**config.mk**
```make
export PLATFORM = sky130hd
export DESIGN_NAME = lii_stream_adapter
export DESIGN_NICKNAME = d
export VERILOG_FILES = /design/src/rtl/lii_pkg.sv /design/src/rtl/lii_sync_fifo.sv /design/src/rtl/lii_stream_adapter.sv
export SDC_FILE = /design/constraint.sdc
export NUM_CORES = 1
export LEC_CHECK = 0
export CORE_AREA = 2 2 330 332
export DETAILED_ROUTE_END_ITERATION = 16
export DIE_AREA = 0 0 332 334
export REMOVE_ABC_BUFFERS = 1
export SLEW_MARGIN = 10
export SYNTH_ARGS = -nofsm -noshare
export SYNTH_HDL_FRONTEND = slang
export SYNTH_SLANG_ARGS = --single-unit
```
**constraint.sdc**
```tcl
create_clock -name aclk -period 18.6 [get_ports aclk]
set_clock_uncertainty 0.15 [all_clocks]
set_input_delay 3.72 -clock aclk [delete_from_list [all_inputs] [get_ports aclk]]
set_output_delay 3.72 -clock aclk [all_outputs]
set_load 0.05 [all_outputs]
```
**src/rtl/lii_pkg.sv**
```systemverilog
// rtl/lii_pkg.sv - shared id width and sizing helpers for the LII stream adapter
package lii_pkg;

    localparam int LII_ID_W = 8;

    function automatic int clog2(input int v);
        int r;
        r = 0;
        while ((1 << r) < v) r++;
        return r;
    endfunction

    function automatic int beats(input int w, input int pw);
        return (w + pw - 1) / pw;
    endfunction

endpackage

```
**src/rtl/lii_sync_fifo.sv**
```systemverilog
// rtl/lii_sync_fifo.sv - single-clock FIFO with registered occupancy count
module lii_sync_fifo
    import lii_pkg::*;
#(
    parameter int WIDTH = 8,
    parameter int DEPTH = 4
) (
    input  logic                  clk,
    input  logic                  rst_n,
    input  logic                  push,
    input  logic [WIDTH-1:0]      push_data,
    input  logic                  pop,
    output logic [WIDTH-1:0]      pop_data,
    output logic [clog2(DEPTH):0] count,
    output logic                  full,
    output logic                  empty
);
    localparam int AW = clog2(DEPTH);
    localparam logic [AW:0] FULL_CNT = (AW + 1)'(DEPTH);

    logic [WIDTH-1:0] mem_q [DEPTH];
    logic [AW-1:0]    wr_ptr_q, wr_ptr_d, rd_ptr_q, rd_ptr_d;
    logic [AW:0]      count_q, count_d;
    logic             do_push, do_pop;

    assign full     = (count_q == FULL_CNT);
    assign empty    = (count_q == '0);
    assign count    = count_q;
    assign pop_data = mem_q[rd_ptr_q];

    // DEPTH is a power of two, so pointers wrap by plain overflow
    always_comb begin
        do_push  = push & ~full;
        do_pop   = pop & ~empty;
        wr_ptr_d = wr_ptr_q + AW'(do_push);
        rd_ptr_d = rd_ptr_q + AW'(do_pop);
        count_d  = count_q + (AW + 1)'(do_push) - (AW + 1)'(do_pop);
    end

    always_ff @(posedge clk or negedge rst_n) begin
        if (!rst_n) begin
            wr_ptr_q <= '0;
            rd_ptr_q <= '0;
            count_q  <= '0;
        end else begin
            wr_ptr_q <= wr_ptr_d;
            rd_ptr_q <= rd_ptr_d;
            count_q  <= count_d;
        end
    end

    always_ff @(posedge clk) begin
        if (do_push) mem_q[wr_ptr_q] <= push_data;
    end

endmodule

```
**src/rtl/lii_stream_adapter.sv**
```systemverilog
// rtl/lii_stream_adapter.sv - LII phy <-> HLS kernel width adapter with output FIFO and ce
// Optional destination filter and drop counter: LII_DST_FILTER_EN
module lii_stream_adapter
    import lii_pkg::*;
#(
    parameter int                  PW      = 256,
    parameter int                  IW      = 96,
    parameter int                  OW      = 192,
    parameter int                  ODEPTH  = 4,
    parameter logic [LII_ID_W-1:0] MY_ID   = 8'h00,
    parameter logic [LII_ID_W-1:0] OUT_DST = 8'h00
) (
    input  logic                aclk,
    input  logic                arstn,
    input  logic [PW-1:0]       lii_in_tdata,
    input  logic                lii_in_tvalid,
    output logic                lii_in_tready,
    input  logic [LII_ID_W-1:0] lii_in_src,
    input  logic [LII_ID_W-1:0] lii_in_dst,
    output logic [PW-1:0]       lii_out_tdata,
    output logic                lii_out_tvalid,
    input  logic                lii_out_tready,
    output logic [LII_ID_W-1:0] lii_out_src,
    output logic [LII_ID_W-1:0] lii_out_dst,
    output logic [IW-1:0]       k_in_tdata,
    output logic                k_in_tvalid,
    input  logic                k_in_tready,
    input  logic [OW-1:0]       k_out_tdata,
    input  logic                k_out_tvalid,
    output logic                k_out_tready,
    output logic                ce
`ifdef LII_DST_FILTER_EN
    ,
    output logic [15:0]         drop_cnt
`endif
);
    localparam int IBEATS = beats(IW, PW);
    localparam int OBEATS = beats(OW, PW);
    localparam int IBW    = (IBEATS > 1) ? clog2(IBEATS) : 1;
    localparam int OBW    = (OBEATS > 1) ? clog2(OBEATS) : 1;
    localparam int CW     = clog2(ODEPTH) + 1;
    localparam logic [IBW-1:0] ILAST    = IBW'(IBEATS - 1);
    localparam logic [OBW-1:0] OLAST    = OBW'(OBEATS - 1);
    localparam logic [CW-1:0]  CE_LIMIT = CW'(ODEPTH - 2);

    logic                 rst_done_q, rst_done_d;
    logic [IBW-1:0]       ibeat_q, ibeat_d;
    logic                 hold_valid_q, hold_valid_d;
    logic [IW-1:0]        hold_q, hold_d;
    logic [OBW-1:0]       obeat_q, obeat_d;
    logic                 in_hs, in_keep, beat_hs, last_hs, k_hs;
    logic                 out_hs, fifo_push, fifo_pop, fifo_full, fifo_empty;
    logic [OW-1:0]        fifo_head;
    logic [OBEATS*PW-1:0] head_pad;
    logic [CW-1:0]        fifo_count;
    logic                 unused_inputs;

    assign unused_inputs = ^{lii_in_tdata, lii_in_src, lii_in_dst};
    assign lii_out_src   = MY_ID;
    assign lii_out_dst   = OUT_DST;

    assign lii_in_tready = rst_done_q & (~hold_valid_q | k_in_tready);
    assign in_hs         = lii_in_tvalid & lii_in_tready;
`ifdef LII_DST_FILTER_EN
    assign in_keep       = (lii_in_dst == MY_ID);
`else
    assign in_keep       = 1'b1;
`endif
    assign beat_hs       = in_hs & in_keep;
    assign last_hs       = beat_hs & (ibeat_q == ILAST);
    assign k_hs          = hold_valid_q & k_in_tready;
    assign k_in_tvalid   = hold_valid_q;
    assign k_in_tdata    = hold_q;

    // A new beat 0 may land while the kernel drains the old word; the
    // kernel samples hold_q before this cycle's write takes effect.
    always_comb begin
        rst_done_d   = 1'b1;
        ibeat_d      = ibeat_q;
        hold_valid_d = hold_valid_q;
        hold_d       = hold_q;
        if (beat_hs) begin
            ibeat_d = last_hs ? '0 : ibeat_q + 1'b1;
            for (int b = 0; b < IW; b++) begin
                if (b / PW == int'(ibeat_q)) hold_d[b] = lii_in_tdata[b % PW];
            end
        end
        if (last_hs) hold_valid_d = 1'b1;
        else if (k_hs) hold_valid_d = 1'b0;
    end

    assign k_out_tready   = rst_done_q & ~fifo_full;
    assign fifo_push      = k_out_tvalid & k_out_tready;
    assign lii_out_tvalid = ~fifo_empty;
    assign out_hs         = lii_out_tvalid & lii_out_tready;
    assign fifo_pop       = out_hs & (obeat_q == OLAST);
    // Headroom of two keeps room for a result the kernel already has in flight
    assign ce             = rst_done_q & (fifo_count <= CE_LIMIT);

    always_comb begin
        head_pad         = '0;
        head_pad[OW-1:0] = fifo_head;
        obeat_d          = obeat_q;
        if (out_hs) obeat_d = (obeat_q == OLAST) ? '0 : obeat_q + 1'b1;
    end

    assign lii_out_tdata = head_pad[int'(obeat_q) * PW +: PW];

    always_ff @(posedge aclk or negedge arstn) begin
        if (!arstn) begin
            rst_done_q   <= 1'b0;
            ibeat_q      <= '0;
            hold_valid_q <= 1'b0;
            hold_q       <= '0;
            obeat_q      <= '0;
        end else begin
            rst_done_q   <= rst_done_d;
            ibeat_q      <= ibeat_d;
            hold_valid_q <= hold_valid_d;
            hold_q       <= hold_d;
            obeat_q      <= obeat_d;
        end
    end

`ifdef LII_DST_FILTER_EN
    logic [15:0] drop_cnt_q, drop_cnt_d;

    always_comb begin
        drop_cnt_d = drop_cnt_q;
        if (in_hs && !in_keep && drop_cnt_q != 16'hFFFF) drop_cnt_d = drop_cnt_q + 16'd1;
    end

    always_ff @(posedge aclk or negedge arstn) begin
        if (!arstn) drop_cnt_q <= '0;
        else        drop_cnt_q <= drop_cnt_d;
    end

    assign drop_cnt = drop_cnt_q;
`endif

    lii_sync_fifo #(
        .WIDTH (OW),
        .DEPTH (ODEPTH)
    ) u_out_fifo (
        .clk       (aclk),
        .rst_n     (arstn),
        .push      (fifo_push),
        .push_data (k_out_tdata),
        .pop       (fifo_pop),
        .pop_data  (fifo_head),
        .count     (fifo_count),
        .full      (fifo_full),
        .empty     (fifo_empty)
    );

endmodule

```
# Word level (Yosys, flattened, before mapping)
# Memories as Yosys holds them, arrays and structs flattened.
# Index checks and enable logic that the tools add are counted.
dict set report op_classes {
  addsub 6
  magnitude_cmp 1
  eq_ne 1
  shift 1
  n_mux 6
  bitwise 17
  reduce_logical 3
}
# operator count
set op_table {}
lappend op_table {{256-bit by 10-bit indexed part select with 256-bit output} 1}
lappend op_table {{1-bit AND} 11}
lappend op_table {{1-bit 2-to-1 mux} 6}
lappend op_table {{1-bit inverter} 5}
lappend op_table {{2-bit by 1-bit adder with 2-bit output} 2}
lappend op_table {{3-bit by 1-bit adder with 3-bit output} 1}
lappend op_table {{3-bit == test (second input constant)} 1}
lappend op_table {{3-bit by 2-bit less-or-equal comparator with 1-bit output (second input constant)} 1}
lappend op_table {{3-bit zero test} 1}
lappend op_table {{3-bit by 1-bit subtractor with 3-bit output} 1}
lappend op_table {{1-bit adder (second input constant)} 2}
lappend op_table {{2-bit AND reduction} 1}
lappend op_table {{2-bit nonzero test} 1}
lappend op_table {{1-bit bitwise OR} 1}
dict set report word_totals {
  regBits 107
  mem_bits_rw 768
  inputBits 470
  n_memories 1
}
# name depth word_bits read_ports rd_clocked_by_memory_dff write_ports line
set mem_list {}
lappend mem_list {u_out_fifo.mem_q 4 192 1 0 1 lii_sync_fifo.sv:21} ;# logic [WIDTH-1:0] mem_q [DEPTH];

# Depth between registers and ports, before layout
# Gate-level depths: netlist (run 1).
dict set report logic_depth {
  ltp_word 7
  depth_mapped 6
  depth_no_buf 6
}

# Cells and area by module
# From an unflattened synthesis (run 1), not the netlist that was laid out.
dict set report hier_totals {
  cells_unflattened 1336
  hier_area_um2 32444.9
}
# module n_inst cells_per_inst area_each_um2 seq_area_each_um2
set by_module_without_submodules {}
lappend by_module_without_submodules {lii_sync_fifo 1 1037 28128.2 23237.3}
lappend by_module_without_submodules {lii_stream_adapter 1 299 4316.6 2477.4}

# Worst setup path after synthesis (run 1)
# OpenSTA, ideal clock, no wires.
dict set report synth_timing {
  path_type {input -> register}
  startpoint {in k_out_tvalid}
  endpoint {mem u_out_fifo.mem_q[1][0] (netlist name), enable pin}
  setup_ns 1.019
  t_arrival_ns 17.876
  required_ns 17.431
  setup_slack_ns -0.445
  path_stages 2
  path_buffers 0
  path_cell_list {o311ai_0 -> nor3b_1}
}
dict set report synth_via {
  elab_chain_cells 4
}
# element line
set synth_lines {}
lappend synth_lines {{start, declared} lii_stream_adapter.sv:29} ;# input logic k_out_tvalid,
lappend synth_lines {{1-bit AND} lii_stream_adapter.sv:93} ;# assign fifo_push = k_out_tvalid & k_out_tready;
lappend synth_lines {{1-bit AND} lii_sync_fifo.sv:33} ;# do_push = push & ~full;
lappend synth_lines {{1-bit 2-to-1 mux} lii_sync_fifo.sv:53} ;# if (do_push) mem_q[wr_ptr_q] <= push_data;
lappend synth_lines {{1-bit 2-to-1 mux (not written as such)} lii_sync_fifo.sv:53}
lappend synth_lines {{end, declared} lii_sync_fifo.sv:21}
# No other way between the ends.

# Worst setup path after layout (run 1)
dict set report layout_timing {
  startpoint {in k_in_tready}
  endpoint {out lii_in_tready}
}
dict set report layout_via {
  elab_chain_cells 2
}
# element line
set layout_lines {}
lappend layout_lines {{start, declared} lii_stream_adapter.sv:27} ;# input logic k_in_tready,
lappend layout_lines {{1-bit bitwise OR} lii_stream_adapter.sv:62} ;# assign lii_in_tready = rst_done_q & (~hold_valid_q | k_in_tready);
lappend layout_lines {{1-bit AND} lii_stream_adapter.sv:62}
lappend layout_lines {{end, declared} lii_stream_adapter.sv:17} ;# output logic lii_in_tready,
# No other way between the ends.

==> results.md, run 1 <==
- Headroom to the max-slew limit: 27.6%
- Worst EP arrival: between 5 and 6 ns
- Hold WS: 0.334 ns
- CP max stage delay: about 0.85 ns
- Layout Cell Area excl Fill: 42700 µm²
- First-pass GRT wire length: about 110000 µm
- # setup viols final: 0
- Ys Warns: 0
- CP dominant cell by count: clkdlybuf4s50_1
- Num rows: 121
- Post-synthesis cell count: 1328
- Combinational family with the most area after synthesis: multiplexers
- Cts bufs inserted: 95
- Drc violations: 0
- FILL cells: between 9000 and 10000
- Crit-path slowest cell: clkdlybuf4s50_1
- # placed instances: 3296
- R2R Setup Slk: ~15 ns
- Routed WL per cell: 22.6 µm
- Setup Crit Path Kind: in -> out
- Worst-path maximum fanout: 3
- Worst EP required: 14.73 ns
- DP HPWL: between 50000 and 60000 µm
- CTS tree: yes
- # nets final: roughly 2500
- Syn Area/Cell: 24.3 µm²
- Initial antenna violation count: 25
- 1st-pass router iterations: 5
- Multi-input gate area: approximately 6000 µm²
- Synthesized area: about 32000 µm²
- Gpl congestion: approximately 0.82
- Most frequent cells in the layout: edfxtp_1, clkdlybuf4s50_1, mux4_2
- Die Width: approximately 330 µm
- Post-synth EDFFs: ~770
- DIE AREA: 111000 µm²
- Final TNS setup: 0 ns
- Crit path cell chain: clkdlybuf4s50_1 -> nand2b_1 -> and2_1 -> clkdlybuf4s50_1
- Post-DP Area: 39500 µm²
- Compound-gate portion of the synthesized area: 0.116%
- Worst-Skew Late Latency: 0.68 ns
- Final core utilization: 39.6%
- Overall Global Routing Usage: ~14%
- Bufs and invs on worst path: 2
- Routed vias: roughly 15000
- Worst setup EP type: output pin
- Max_cap viols: 0
- Initial Util: between 20 and 30%
- Yosys top cell area share: 71.5%
- DR iter-0 viols: about 780
- Number of synthesized register bits: 874
- Commonest non-fill, non-tap cell in the layout: edfxtp_1
- Final worst-path setup slack: around 9.3 ns
- Pin count of the biggest net entering global routing: 119
- Crit share post-route: between 50 and 60%
- Crit path time final: between 9 and 10 ns
- Min-Delay Path Class: reg -> reg
- Simple-Gate Fraction of Synth Area: 0.256%
- Clock Tree Buf Depth: 3
- Htree depth: 3
- Reg area: between 20000 and 30000 µm²
- VDD IR-drop max: between 0.09 and 0.1 mV
- Vias in the first global route: between 15000 and 20000
- RSZ-0062 raised after global routing: false
- IO Pins: about 840
- Sequential share of the synthesized area: approximately four fifths
- DP Worst Slack: 9.24 ns
- Static Leak: 14.1 nW
- Clock slew at reported path FFs: about 0.050 ns
- Slew Viols, Final: 0
- Post-synthesis mux area share: 16.8%
- Fmax: 107 MHz
- Post-synth cell types: 32
- Grt total ovfl: 0
- Outcome: finished clean
- Crit-path leading delay family: buffers and inverters
- Overall power: between 7 and 8 mW
- Synth async-reset ratio: about an eighth
- Placeable Area: about 110000 µm²
- Synth Flop Type: edfxtp_1
- Chip height: roughly 330 µm
- Post-Synth Adder-Cell Area: less than 1%
- Post-CTS resize count: 0
- Post-Layout Cell Count: 3473
- Fraction of layout cells with a size suffix above 1: roughly a fifth
- Post-synth top area cell: edfxtp_1
- Worst Tran Pin Value: around 1.1 ns
- Port Buf Inserts: approximately 600
- Clk sink count: 874
- Dominant cells by area after synthesis: edfxtp_1, mux4_2, dfrtp_1, buf_4, mux2_2
- Startpoint type of the worst setup path: primary input
- Area delta synth->final: 32.5%
- Vias per cell: 4.46
- Routed wire length: around 78000 µm
- Post-Synth XOR/XNOR Area: less than 1%
- Root Buffer: clkbuf_16
- Post-DRT Antenna Nets: 0
- Setup Buffers After CTS: 0
- Fin. Hold Viols: 0
- Cts hold-fix bufs: 0
- Pwr dens: roughly 170 nW/µm²
-- where the power goes --
group          internal (mW)  total, mW  leakage (nW)  switching, mW
clock network           1.10       1.89          1.55          0.784
logic                  0.973       2.75          4.38           1.78
registers               2.38       2.47          8.21         0.0939
total                   4.46       7.12          14.1           2.66
-- cells in the mapped netlist (2+ instances only) --
cell and count:
nand2_1 3, mux2_2 56, mux2_1 40, edfxtp_1 768
buf_1 17, buf_2 23, mux4_2 192, nor3b_1 2
dfrtp_1 106, inv_1 3, buf_4 87, clkbuf_1 2
nor3_1 2, xnor2_1 3, buf_6 4, ha_1 3
conb_1 2
-- flip-flops by register name, indices dropped and copies added, names as in the netlist --
signal / count
ibeat_q: 1
k_in_tdata: 96
k_in_tvalid: 1
rst_done_q: 1
u_out_fifo.count: 3
u_out_fifo.mem_q: 768
u_out_fifo.rd_ptr_q: 2
u_out_fifo.wr_ptr_q: 2
-- kinds of logic (layout without fill, tap and decap cells) --
kind of cell / count (synthesis) / count (layout)
DFF: 874 / 874
muxes: 289 / 289
buffers and inverters: 136 / 786
and+or+nand+nor: 14 / 14
AOI/OAI and AO/OA: 5 / 5
adders and majority gates: 4 / 4
xor gates and xnor gates: 4 / 4
other: 2 / 83
-- area by class of cell --
cell class	instances	area share (%)
multi-input cells	397	14.0
repair buffers	608	14.2
clock buffers	117	5.92
well taps	1414	4.14
diodes	2	0.0117
inverters	3	0.0264
flip-flops and latches	874	60.2
clock inverters	58	1.54
-- per-layer routing --
| metal | global-route usage (%) | up-vias | wire length [µm] |
|---|---|---|---|
| met5 | 0 | - | 181 |
| met4 | 3.98 | 26 | 1620 |
| met3 | 5.85 | 136 | 7510 |
| met2 | 23.1 | 626 | 38600 |
| met1 | 16.7 | 8034 | 30500 |
| li1 | - | 6657 | - |
-- final timing paths --
check | to | startpoint | depth (start not counted)
setup / recovery | lii_in_tready | k_in_tready | 4
hold / removal | k_in_tdata[82] | k_in_tdata[82] | 1
setup reg to reg | u_out_fifo.mem_q[2][28] | u_out_fifo.count[2] | 7
min in group asynchronous | k_in_tdata[68] | arstn | 1
max in group asynchronous | k_in_tdata[80] | arstn | 2
hold reg to reg | k_in_tdata[82] | k_in_tdata[82] | 1
No activity file was read; power rests on OpenSTA's default activity.
==> run 2: changes to the inputs <==
- clock period: 18.6 -> 7.6 ns (I/O delays scaled with it)
==> results.md, run 2 (same netlist as run 1, synthesis figures left out) <==
- Worst-Skew Late Latency: approximately 0.67 ns
- Hold Crit Start: k_in_tdata[74]
- Setup Crit Path Kind: reg -> out
- FF-to-FF path depth: 6
- Static Leak: between 10 and 15 nW
- Root Buffer: clkbuf_16
- Reg area: around 26000 µm²
- Port Buf Inserts: just under 600
- Clk sink count: between 800 and 900
- Overall power: between 15 and 20 mW
- Crit share post-route: 70.3%
- Pin count of the biggest net entering global routing: ~130
- CP max stage delay: 0.94 ns
- Final worst-path setup slack: between 2 and 2.5 ns
- Crit path cell chain: buf_12 -> mux4_2 -> clkdlybuf4s50_1
- Drc violations: 0
- VDD IR-drop max: ~0.19 mV
- IO Pins: approximately 840
- First-pass GRT wire length: between 100000 and 150000 µm
- Cts hold-fix bufs: 0
- DIE AREA: approximately 110000 µm²
- Worst EP arrival: 3.67 ns
- CTS tree: yes
- Post-CTS resize count: 0
- Multi-input gate area: between 5000 and 6000 µm²
- RR Startpoint: u_out_fifo.count[2]
- Hold path endpoint: k_in_tdata[74]
- Top reg by flops: u_out_fifo.mem_q
- FILL cells: 9602
- Routed wire length: 77300 µm
- Final core utilization: roughly two fifths
- Min-Delay Path Class: reg -> reg
- Hold path cells: 1
- Fin. Hold Viols: 0
- Clock Tree Buf Depth: 3
- Worst-path maximum fanout: 54
- Initial Util: between 20% and 30%
- # setup viols final: 0
- Die Width: 332 µm
- Most frequent cells in the layout: edfxtp_1, clkdlybuf4s50_1, mux4_2
- Fmax: around 190 MHz
- R2R Setup Slk: 4.77 ns
- 1st-pass router iterations: 5
- Num rows: ~120
- Grt total ovfl: 0
- # nets final: 2453
- Pwr dens: between 400 and 500 nW/µm²
- Post-DRT Antenna Nets: 0
- Cts bufs inserted: 95
- Commonest non-fill, non-tap cell in the layout: edfxtp_1
- Worst EP required: a little under 6 ns
- Routed WL per cell: around 22 µm
- Area delta synth->final: 32.6%
- Gpl congestion: approximately 0.8
- Initial antenna violation count: 27
- Vias in the first global route: ~17000
- DP Worst Slack: approximately 2.6 ns
- Crit-path slowest cell: dfrtp_4
- Worst Tran Pin Value: 1.11 ns
- Headroom to the max-slew limit: 26.0%
- RSZ-0062 raised after global routing: false
- RR Endpoint: u_out_fifo.mem_q[2][56]
- Vias per cell: 4.46
- Max_cap viols: 0
- Routed vias: 15500
- Clock slew at reported path FFs: around 0.060 ns
- Max FFs per register: ~770
- Crit path time final: approximately 5.3 ns
- Setup Buffers After CTS: 0
- Chip height: 334 µm
- Overall Global Routing Usage: 13.8%
- Fraction of layout cells with a size suffix above 1: approximately a fifth
- Outcome: finished clean
- DP HPWL: 50400 µm
- Slew Viols, Final: 0
- Htree depth: 3
- Startpoint type of the worst setup path: register
- Worst setup EP type: output pin
- DR iter-0 viols: between 800 and 900
- Placeable Area: about 110000 µm²
==> run 2: changes by cell type in the layout (fill, tap and decap cells not counted), moves of 2 or more <==
cell and delta:
buf_12 +6, buf_4 -6, clkinvlp_4 +6, clkinv_2 -5, clkbuf_8 +4, clkbuf_1 -3, clkbuf_16 -2, clkinv_8 +2
diode_2 +2, inv_16 -2, inv_6 -2
==> run 2: power breakdown <==
group          total [mW]  internal, mW  switching (mW)
sequential           6.11          5.82           0.290
clock                4.57          2.68            1.89
combinational        6.68          2.40            4.28
total                17.4          10.9            6.46
==> run 2: layer usage <==
metal	wire length, µm	vias to the layer above	GRT usage [%]
met5	187	-	0
met4	2210	30	4.68
met3	7680	156	5.91
met2	36900	621	22.2
met1	30400	8003	16.6
li1	-	6670	-
==> run 2: metrics by stage <==
stage	hold WS, ns	instances	setup TNS (ns)	area [µm²]
3_5_place_dp	0.325	3296	0	39600
2_1_floorplan	0.321	1274	-6198.29	31700
6_report	0.335	3474	0	42800
5_1_grt	0.359	3471	0	42800
3_3_place_gp	0.324	3296	0	39600
4_1_cts	0.340	3470	0	42800
==> run 2: critical path: cells and delay by family, from the launching register on <==
family | cells | cell delay (ns)
flip-flops | 1 | 0.94
multiplexers | 1 | 0.59
buffers and inverters | 2 | 1.28
==> run 2: cell type report <==
class | instances | area share, %
diodes | 4 | 0.0234
clock buffers | 115 | 5.88
clock inverters | 59 | 1.50
inverters | 3 | 0.0263
multi-input cells | 397 | 13.9
flip-flops and latches | 874 | 60.1
well taps | 1414 | 4.14
repair buffers | 608 | 14.4
==> run 2: worst max path at each step <==
stage	from	endpoint	slack [ns]	cells past startpoint
after floorplan	k_out_tvalid	u_out_fifo.mem_q[1][0]	-9.25	2
after global placement	k_in_tready	lii_in_tready	2.63	4
after detailed placement	k_in_tready	lii_in_tready	2.62	4
after CTS	u_out_fifo.rd_ptr_q[0]	lii_out_tdata[78]	2.08	3
after global routing	u_out_fifo.rd_ptr_q[0]	lii_out_tdata[78]	2.00	3
final	u_out_fifo.rd_ptr_q[0]	lii_out_tdata[78]	2.26	3
==> run 3: changes to the inputs <==
- clock period: 7.6 -> 5.4 ns (I/O delays scaled with it)
==> results.md, run 3 (same netlist as run 1, synthesis figures left out) <==
- Outcome: finished clean
- Hold WS: 0.331 ns
- Worst-Skew Late Latency: about 0.67 ns
- Worst-path maximum fanout: 27
- Setup Buffers After CTS: 0
- Overall Global Routing Usage: between 10% and 20%
- Combinational cell fraction of total power: just under 40%
- CP max stage delay: a little under 0.8 ns
- Routed WL per cell: approximately 23 µm
- Slew Viols, Final: 0
- Reg area: ~26000 µm²
- Clk sink count: between 800 and 900
- Post-Layout Cell Count: between 3000 and 4000
- Initial Util: 29.9%
- Final TNS setup: 0 ns
- Htree depth: 3
- Die Width: 332 µm
- IO Pins: around 840
- Max FFs per register: approximately 770
- Sw Ratio: between 30 and 40%
- Setup Crit Path Kind: reg -> out
- Cts bufs inserted: 93
- Min-Delay Path Class: reg -> reg
- Fmax: about 220 MHz
- Worst EP arrival: 3.39 ns
- Drc violations: 0
- Switching power total: 9.09 mW
- Vias in the first global route: ~17000
- VDD IR-drop max: between 0.2 and 0.3 mV
- Vias per cell: 4.47
- DIE AREA: between 100000 and 150000 µm²
- Gpl congestion: slightly above 0.8
- Headroom to the max-slew limit: 39.7%
- Fraction of layout cells with a size suffix above 1: between 20% and 30%
- DR iter-0 viols: a little over 900
- Pwr dens: around 570 nW/µm²
- Chip height: roughly 330 µm
- Worst EP required: between 4 and 5 ns
- Crit path cell chain: buf_4 -> mux4_2 -> clkdlybuf4s50_1
- 1st-pass router iterations: 4
- # nets final: 2471
- Num rows: 121
- # placed instances: roughly 3300
- DP HPWL: 53500 µm
- Crit path depth: 3
- Fin. Hold Viols: 0
- Pin count of the biggest net entering global routing: ~110
- Clock share of power: between 20 and 30%
- Crit share post-route: 85.5%
- Top reg by flops: u_out_fifo.mem_q
- Startpoint type of the worst setup path: register
- Initial antenna violation count: 34
- FF-to-FF path depth: 6
- Crit-path slowest cell: dfrtp_4
- Crit-path leading delay family: buffers and inverters
- Sequential Power Share: about a third
- Port Buf Inserts: a little under 600
- Grt total ovfl: 0
- Cts hold-fix bufs: 0
- FILL cells: roughly 9500
- RSZ-0062 raised after global routing: false
- Commonest non-fill, non-tap cell in the layout: edfxtp_1
- Hold path cells: 1
- Routed wire length: ~79000 µm
- Post-DRT Antenna Nets: 0
- Int Power: approximately 15 mW
- Routed vias: 15600
- Multi-input gate area: 5960 µm²
- Worst setup EP type: output pin
- Worst Tran Pin Value: a little over 0.9 ns
- Most frequent cells in the layout: edfxtp_1, clkdlybuf4s50_1, mux4_2
- Post-CTS resize count: 0
- # setup viols final: 0
- Overall power: between 20 and 25 mW
- Placeable Area: about 110000 µm²
- First-pass GRT wire length: approximately 110000 µm
- Max_cap viols: 0
- Crit path time final: 4.62 ns
- Bufs and invs on worst path: 2
- Clock slew at reported path FFs: about 0.060 ns
- Static Leak: 14.2 nW
- Root Buffer: clkbuf_16
- Area delta synth->final: 32.8%
- CTS tree: yes
- Clock Tree Buf Depth: 3
[run 3: changes by cell type in the layout (fill, tap and decap cells not counted), moves of 6 or more]
cell,before,now
buf_4,14,28
clkinv_2,13,23
buf_12,9,15
clkinvlp_4,10,4
[run 3: worst paths after layout]
| path | from | to | slack [ns] |
|---|---|---|---|
| max in group asynchronous | arstn | k_in_tdata[12] | 3.62 |
| setup reg to reg | u_out_fifo.count[2] | u_out_fifo.mem_q[1][155] | 2.74 |
| setup / recovery | u_out_fifo.rd_ptr_q[0] | lii_out_tdata[29] | 0.78 |
| hold reg to reg | k_in_tdata[82] | k_in_tdata[82] | 0.33 |
| min in group asynchronous | arstn | k_in_tdata[68] | 0.37 |
| hold / removal | k_in_tdata[82] | k_in_tdata[82] | 0.33 |
[run 3: per-stage QoR]
step / setup slack, ns / utilization, % / area (µm²)
detailed placement: 1.29 / 36.9 / 39800
floorplan: -11.01 / - / 31700
global placement: 1.30 / 36.9 / 39800
finish: 0.785 / 39.7 / 42800
global route: 0.539 / 39.7 / 42800
CTS: 0.592 / 39.7 / 42800
[run 3: layout make-up]
| type | instances | area share (%) |
|---|---|---|
| Sequential cell | 874 | 60.1 |
| Timing Repair Buffer | 628 | 14.9 |
| Multi-Input combinational cell | 397 | 13.9 |
| Clock buffer | 108 | 5.59 |
| Tap cell | 1414 | 4.13 |
| Clock inverter | 63 | 1.38 |
| Antenna cell | 5 | 0.0292 |
| Inverter | 3 | 0.0263 |
[run 3: power by group through the flow]
stage / sequential (mW) / clock (mW) / combinational [mW]
floorplan: 9.67 / 0 / 5.23
global placement: 8.65 / 0 / 9.64
detailed placement: 8.70 / 0 / 9.67
CTS: 8.57 / 6.39 / 9.69
global route: 8.62 / 6.64 / 9.93
finish: 8.54 / 6.18 / 9.53
[run 3: metal layers]
layer	share of wire (%)	routed length [µm]	global-route usage [%]
met1	39	30500	16.5
met2	49	38500	23.1
met3	9.5	7500	5.72
met4	2.6	2040	4.82
met5	0.28	217	0
